==> src/rtl/spectrum_bin_ranker.sv <==
// rtl/spectrum_bin_ranker.sv - streaming FFT bin magnitude, per-bin peak hold and top-K ranking
module spectrum_bin_ranker #(
  parameter int SAMPLES     = 16,
  parameter int WIDTH       = 32,
  parameter int SCALER      = 1,
  parameter int TOP_K       = 3,
  parameter int DECAY_SHIFT = 3,
  localparam int IW = $clog2(SAMPLES),
  localparam int MW = WIDTH/2 + 1
) (
  input  logic                  clk,
  input  logic                  reset,
  input  logic                  in_valid,
  output logic                  in_ready,
  input  logic [WIDTH-1:0]      bin_data,
  input  logic                  bin_last,
  input  logic                  hold_en,
  output logic [TOP_K*IW-1:0]   top_idx,
  output logic [TOP_K*MW-1:0]   top_mag,
  output logic                  frame_done,
  output logic                  frame_error
);
  localparam int HW = WIDTH/2;

  typedef enum logic [1:0] {S_ACCEPT, S_DRAIN, S_PUBLISH} state_t;

  state_t            r_state;
  logic              r_drain_cnt;
  logic [IW-1:0]     r_cnt;
  logic              r_hold_frame;
  logic              r_s1_vld;
  logic [IW-1:0]     r_s1_idx;
  logic [MW-1:0]     r_s1_mag;
  logic              r_s1_hold;
  logic [MW-1:0]     r_held [SAMPLES];
  logic [IW-1:0]     r_lidx [TOP_K];
  logic [MW-1:0]     r_lmag [TOP_K];
  logic [TOP_K-1:0]  r_lval;

  logic              w_xfer;
  logic              w_first;
  logic              w_at_end;
  logic [HW-1:0]     w_re;
  logic [HW-1:0]     w_im;
  logic [HW-1:0]     w_re_abs;
  logic [HW-1:0]     w_im_abs;
  logic [MW-1:0]     w_mag_sum;
  logic [MW-1:0]     w_mag;
  logic [MW-1:0]     w_old;
  logic [MW-1:0]     w_cand;
  logic [MW-1:0]     w_new;
  logic              w_start;
  logic [TOP_K-1:0]  w_eval;
  logic [TOP_K-1:0]  w_gt;
  logic [IW-1:0]     w_nidx [TOP_K];
  logic [MW-1:0]     w_nmag [TOP_K];
  logic [TOP_K-1:0]  w_nval;

  assign in_ready = (r_state == S_ACCEPT) && !reset;
  assign w_xfer   = in_valid && in_ready;
  assign w_first  = (r_cnt == '0);
  assign w_at_end = (r_cnt == IW'(SAMPLES-1));

  // Unsigned abs in HW bits keeps -2^(HW-1) exact as 2^(HW-1).
  assign w_re      = bin_data[WIDTH-1:HW];
  assign w_im      = bin_data[HW-1:0];
  assign w_re_abs  = w_re[HW-1] ? (~w_re + 1'b1) : w_re;
  assign w_im_abs  = w_im[HW-1] ? (~w_im + 1'b1) : w_im;
  assign w_mag_sum = {1'b0, w_re_abs} + {1'b0, w_im_abs};
  assign w_mag     = w_mag_sum >> SCALER;

  // With DECAY_SHIFT=0 the candidate decays to zero, so held simply follows mag.
  assign w_old  = r_held[r_s1_idx];
  assign w_cand = w_old - (w_old >> DECAY_SHIFT);
  assign w_new  = (r_s1_hold && (w_cand > r_s1_mag)) ? w_cand : r_s1_mag;
  assign w_start = (r_s1_idx == '0);

  always_comb begin
    for (int j = 0; j < TOP_K; j++) begin
      w_eval[j] = r_lval[j] && !w_start;
      w_gt[j]   = !w_eval[j] || (w_new > r_lmag[j]);
    end
  end

  // Descending insertion: slots at or below the insert point shift down by one.
  always_comb begin
    for (int j = 0; j < TOP_K; j++) begin
      w_nidx[j] = r_lidx[j];
      w_nmag[j] = r_lmag[j];
      w_nval[j] = w_eval[j];
    end
    if (w_gt[0]) begin
      w_nidx[0] = r_s1_idx;
      w_nmag[0] = w_new;
      w_nval[0] = 1'b1;
    end
    for (int j = 1; j < TOP_K; j++) begin
      if (w_gt[j]) begin
        if (!w_gt[j-1]) begin
          w_nidx[j] = r_s1_idx;
          w_nmag[j] = w_new;
          w_nval[j] = 1'b1;
        end else begin
          w_nidx[j] = r_lidx[j-1];
          w_nmag[j] = r_lmag[j-1];
          w_nval[j] = w_eval[j-1];
        end
      end
    end
  end

  always_ff @(posedge clk) begin
    if (reset) begin
      r_state      <= S_ACCEPT;
      r_drain_cnt  <= 1'b0;
      r_cnt        <= '0;
      r_hold_frame <= 1'b0;
      r_s1_vld     <= 1'b0;
      r_s1_idx     <= '0;
      r_s1_mag     <= '0;
      r_s1_hold    <= 1'b0;
      r_lval       <= '0;
      for (int i = 0; i < SAMPLES; i++) r_held[i] <= '0;
      for (int j = 0; j < TOP_K; j++) begin
        r_lidx[j] <= '0;
        r_lmag[j] <= '0;
      end
      top_idx     <= '0;
      top_mag     <= '0;
      frame_done  <= 1'b0;
      frame_error <= 1'b0;
    end else begin
      frame_done  <= 1'b0;
      frame_error <= 1'b0;
      r_s1_vld    <= w_xfer;
      if (w_xfer) begin
        r_s1_idx  <= r_cnt;
        r_s1_mag  <= w_mag;
        r_s1_hold <= w_first ? hold_en : r_hold_frame;
        if (w_first) r_hold_frame <= hold_en;
      end
      if (r_s1_vld) begin
        r_held[r_s1_idx] <= w_new;
        r_lval <= w_nval;
        for (int j = 0; j < TOP_K; j++) begin
          r_lidx[j] <= w_nidx[j];
          r_lmag[j] <= w_nmag[j];
        end
      end
      case (r_state)
        S_ACCEPT: begin
          if (w_xfer) begin
            if (bin_last != w_at_end) begin
              frame_error <= 1'b1;
              r_cnt       <= '0;
            end else if (bin_last) begin
              r_cnt       <= '0;
              r_drain_cnt <= 1'b0;
              r_state     <= S_DRAIN;
            end else begin
              r_cnt <= r_cnt + 1'b1;
            end
          end
        end
        S_DRAIN: begin
          if (r_drain_cnt) begin
            r_state    <= S_PUBLISH;
            frame_done <= 1'b1;
            for (int j = 0; j < TOP_K; j++) begin
              top_idx[j*IW +: IW] <= r_lidx[j];
              top_mag[j*MW +: MW] <= r_lmag[j];
            end
          end else begin
            r_drain_cnt <= 1'b1;
          end
        end
        default: r_state <= S_ACCEPT;
      endcase
    end
  end
endmodule

==> config.mk <==
export PLATFORM = sky130hd
export DESIGN_NAME = spectrum_bin_ranker
export DESIGN_NICKNAME = d
export VERILOG_FILES = /design/src/rtl/spectrum_bin_ranker.sv
export SDC_FILE = /design/constraint.sdc
export NUM_CORES = 1
export LEC_CHECK = 0
export CAP_MARGIN = 20
export CELL_PAD_IN_SITES_DETAIL_PLACEMENT = 1
export CELL_PAD_IN_SITES_GLOBAL_PLACEMENT = 2
export CORE_MARGIN = 5
export CORE_UTILIZATION = 44
export DETAILED_ROUTE_END_ITERATION = 12
export GPL_TIMING_DRIVEN = 1
export PLACE_DENSITY_LB_ADDON = 0.1
export SLEW_MARGIN = 25
export SYNTH_ARGS = -nofsm -noshare
export SYNTH_HDL_FRONTEND = slang
export SYNTH_SLANG_ARGS = --single-unit
==> constraint.sdc <==
create_clock -name clk -period 24.7 [get_ports clk]
set_input_delay 2.47 -clock clk [delete_from_list [all_inputs] [get_ports clk]]
set_output_delay 2.47 -clock clk [all_outputs]
set_load 0.05 [all_outputs]
==> metrics.csv <==
metric;value;unit
Pwr per Cell Area;74.8;mW/mm2
CTS max path bufs;3;
clock share of power;38.7;%
final RePlAce weighted congestion;0.915;
Worst path slowest cell;dfxtp_4;
Layout Skew;30.2;ps
# resized after CTS;0;
RSZ-0062 raised after global routing;false;
vias in the first global route;16600;
syn_nets;2077;
P_int;1360;uW
Syn Area/Cell;11.1;um2
Critical Path Fanout Max;38;
Critical Setup Path Class;reg -> reg;
Sw Pwr;522;uW
TritonCTS clock tree;yes;
# IOs;103;
slew margin rel.;29.3;%
Worst IR Drop VDD;0.0000488;V
setup tns final;0;ps
Post-Synthesis Cells;1938;
DRT Pass-1 Iters;6;
area growth from synthesis to layout;16.3;%
met2 GRT Util;44.1;%
critical path launch point type;register;
number of placed instances, taps included;2635;
Final Hold Viols;0;
post-DP HPWL;46600;um
Final setup viols;0;
Remaining DRCs;0;
Routed Antenna Nets;0;
sequential power share;44.5;%
Worst path most repeated cell;buf_4;
Port Buf Inserts;102;
layout cells sized above 1;11.8;%
Die X;232;um
FFs w/ async S/R, synth;0;%
crit path DAT;10410;ps
WL final;69800;um
H-tree depth;2;
CTS root buf;clkbuf_16;
measured slew at the worst slew-check pin;1060;ps
largest net degree at the start of global routing;64;
Post-synth EDFFs;335;
global route overflow;0;
n_diodes;0;
gr busiest metal;met2;
Die Ht;232;um
GR Util met1;34.6;%
initial antenna violation count;0;
final critical-path required period;9970;ps
clk slew on worst S/H paths;60;ps
Max-Cap Viols;0;
CP endpoint kind;register;
die area;0.0536;mm2
worst skew pair latency;600;ps
DR vias/cell;5.77;
# nets final;2161;
synthesized area;0.0216;mm2
Vias;15700;
switching part of the total power;27.8;%
Setup Buffers After CTS;0;
Synth Flop Type;edfxtp_1;
Achievable Freq;0.100;GHz
post-synth cell types;60;
Cell Rows;81;
max incr delay on CP;730;ps
routed len/inst;25.6;um
Initial Utilization;44.3;%
Starting DRT DRC Count;1151;
Global Route Usage Sum;25.7;%
Core Footprint;0.0487;mm2
Synth warnings;0;
combinational power share;16.8;%
status;finished clean;
final worst-path cycle share;40.4;%
CTS Buf Count;49;
clock sink count;436;
Final Max Tran Viols;0;
Hold Buf Count CTS;0;
first-pass GRT wire length;104000;um
Worst EP required;25130;ps
Leakage;0.00900;uW
Layout Cells excl Fill;2725;
Min-Delay Path Class;reg -> reg;
sequential area share after synthesis;55.9;%
routing usage on met3;2.96;%
FF+latch count, synth;436;
cell usage in the layout (no fill, tap or decap), types with 9 or more instances in the layout:
| master | n |
|---|---|
| nor2_1 | 348 |
| clkbuf_16 | 50 |
| o22ai_1 | 9 |
| o31ai_1 | 14 |
| mux2i_1 | 14 |
| clkinv_1 | 12 |
| buf_4 | 58 |
| a21o_1 | 17 |
| o21a_1 | 14 |
| nand2_1 | 208 |
| nor3_1 | 20 |
| clkdlybuf4s50_1 | 101 |
| nand3_1 | 35 |
| mux2i_2 | 12 |
| dfxtp_1 | 98 |
| inv_1 | 113 |
| ha_1 | 100 |
| edfxtp_1 | 335 |
| a21oi_1 | 136 |
| nor2b_1 | 14 |
| clkbuf_1 | 10 |
| nand2b_1 | 18 |
| o21ai_0 | 57 |
| xnor2_1 | 37 |
| mux4_2 | 82 |
| nand4_1 | 9 |
synthesized netlist by cell type (3+ instances only):
cell type  count  area (um2)
buf_1          9        33.8
mux2i_1       30         300
o31ai_1       14         105
xnor2_1       37         324
xor2_1         8        70.1
a211oi_1       7        52.6
inv_1        113         424
nor4_1         7        43.8
dfxtp_1      101        2020
o21ai_0       60         300
nor3_1        21         105
nand3_1       35         175
a311o_1        3        30.0
nand4_1        9        56.3
ha_1         100        1250
edfxtp_1     335       10100
nor2_1       349        1310
a21oi_1      137         686
and3_1         8        50.1
o41ai_1        5        43.8
and2_1         3        18.8
nand2b_1      18         113
clkbuf_1     101         379
o21a_1        14         105
a21o_1        17         128
or4_1          7        52.6
buf_2         14        70.1
nor3b_1        3        22.5
mux4_2        82        1850
nand3b_1       4        30.0
o22ai_1        9        56.3
o211ai_1       7        52.6
a31oi_1        6        37.5
or3_1          7        43.8
nand2_1      210         788
nor2b_1       15        93.8
cell type report:
| cell class | count | area, um2 |
|---|---|---|
| inverters | 114 | 428 |
| flip-flops and latches | 436 | 12100 |
| well taps | 664 | 831 |
| repair buffers | 159 | 1450 |
| clock buffers | 62 | 1320 |
| fillers | 5151 | 23600 |
| multi-input cells | 1262 | 8740 |
| clock inverters | 28 | 272 |
worst max-delay path, delay by kind of cell (launching register included):
family / cells / cell delay, ps
compound gates: 12 / 2650
buf+inv: 7 / 2270
fa+ha+maj: 4 / 1240
mux: 3 / 1340
xor+xnor: 1 / 310
simple gates: 5 / 1140
flops: 1 / 730
layer usage:
| layer | wire length, um | up-vias |
|---|---|---|
| li1 | - | 7075 |
| met1 | 29600 | 8050 |
| met2 | 34200 | 462 |
| met3 | 3640 | 130 |
| met4 | 2310 | 0 |
| met5 | 0 | - |
cell families (layout without fill, tap and decap cells):
group	Yosys count	after routing	share of synthesized area (%)
DFF	436	436	55.9
and+or+nand+nor	701	701	13.7
AOI/OAI and AO/OA	301	301	8.27
xor gates and xnor gates	45	45	1.83
buffers and inverters	240	363	4.32
muxes	113	113	9.99
adders and majority gates	102	102	5.98
stage by stage:
step | power [uW] | hold WS [ps] | utilization [%] | setup slack [ps] | area (um2)
finish | 1880 | 457 | 51.5 | 14730 | 25100
detailed placement | 1160 | 449 | 48.2 | 14410 | 23500
floorplan | 1040 | 445 | - | 15030 | 21600
CTS | 1890 | 462 | 51.5 | 14400 | 25100
global route | 1960 | 480 | 51.5 | 14140 | 25100
global placement | 1150 | 443 | 48.2 | 14550 | 23500
power groups by stage:
| stage | Sequential [uW] | Clock [uW] | Combinational [uW] |
|---|---|---|---|
| after floorplan | 840 | 0 | 203 |
| after global placement | 850 | 0 | 300 |
| after detailed placement | 851 | 0 | 310 |
| after CTS | 836 | 745 | 313 |
| after global routing | 838 | 773 | 346 |
| final | 836 | 728 | 315 |
final timing paths:
path	end	depth (start not counted)	slack, ps	startpoint
min	top_idx[9]$_SDFFE_PP0P_	2	460	top_idx[9]$_SDFFE_PP0P_
max	r_lmag[0][46]$_SDFFCE_PN0P_	32	14730	register
max reg2reg	r_lmag[0][46]$_SDFFCE_PN0P_	32	14730	register
min reg2reg	top_idx[9]$_SDFFE_PP0P_	2	460	top_idx[9]$_SDFFE_PP0P_
state kept, by name, summed over array words and instances (netlist names), named ones only:
register     count
top_idx         12
r_s1_mag        16
frame_done       1
frame_error      1
r_s1_idx         4
r_held         272
r_lmag          51
r_lval           3
r_s1_vld         1
r_drain_cnt      1
r_state          2
r_cnt            4
r_s1_hold        1
r_lidx          12
top_mag         51
(Power assumes the default switching activity.)
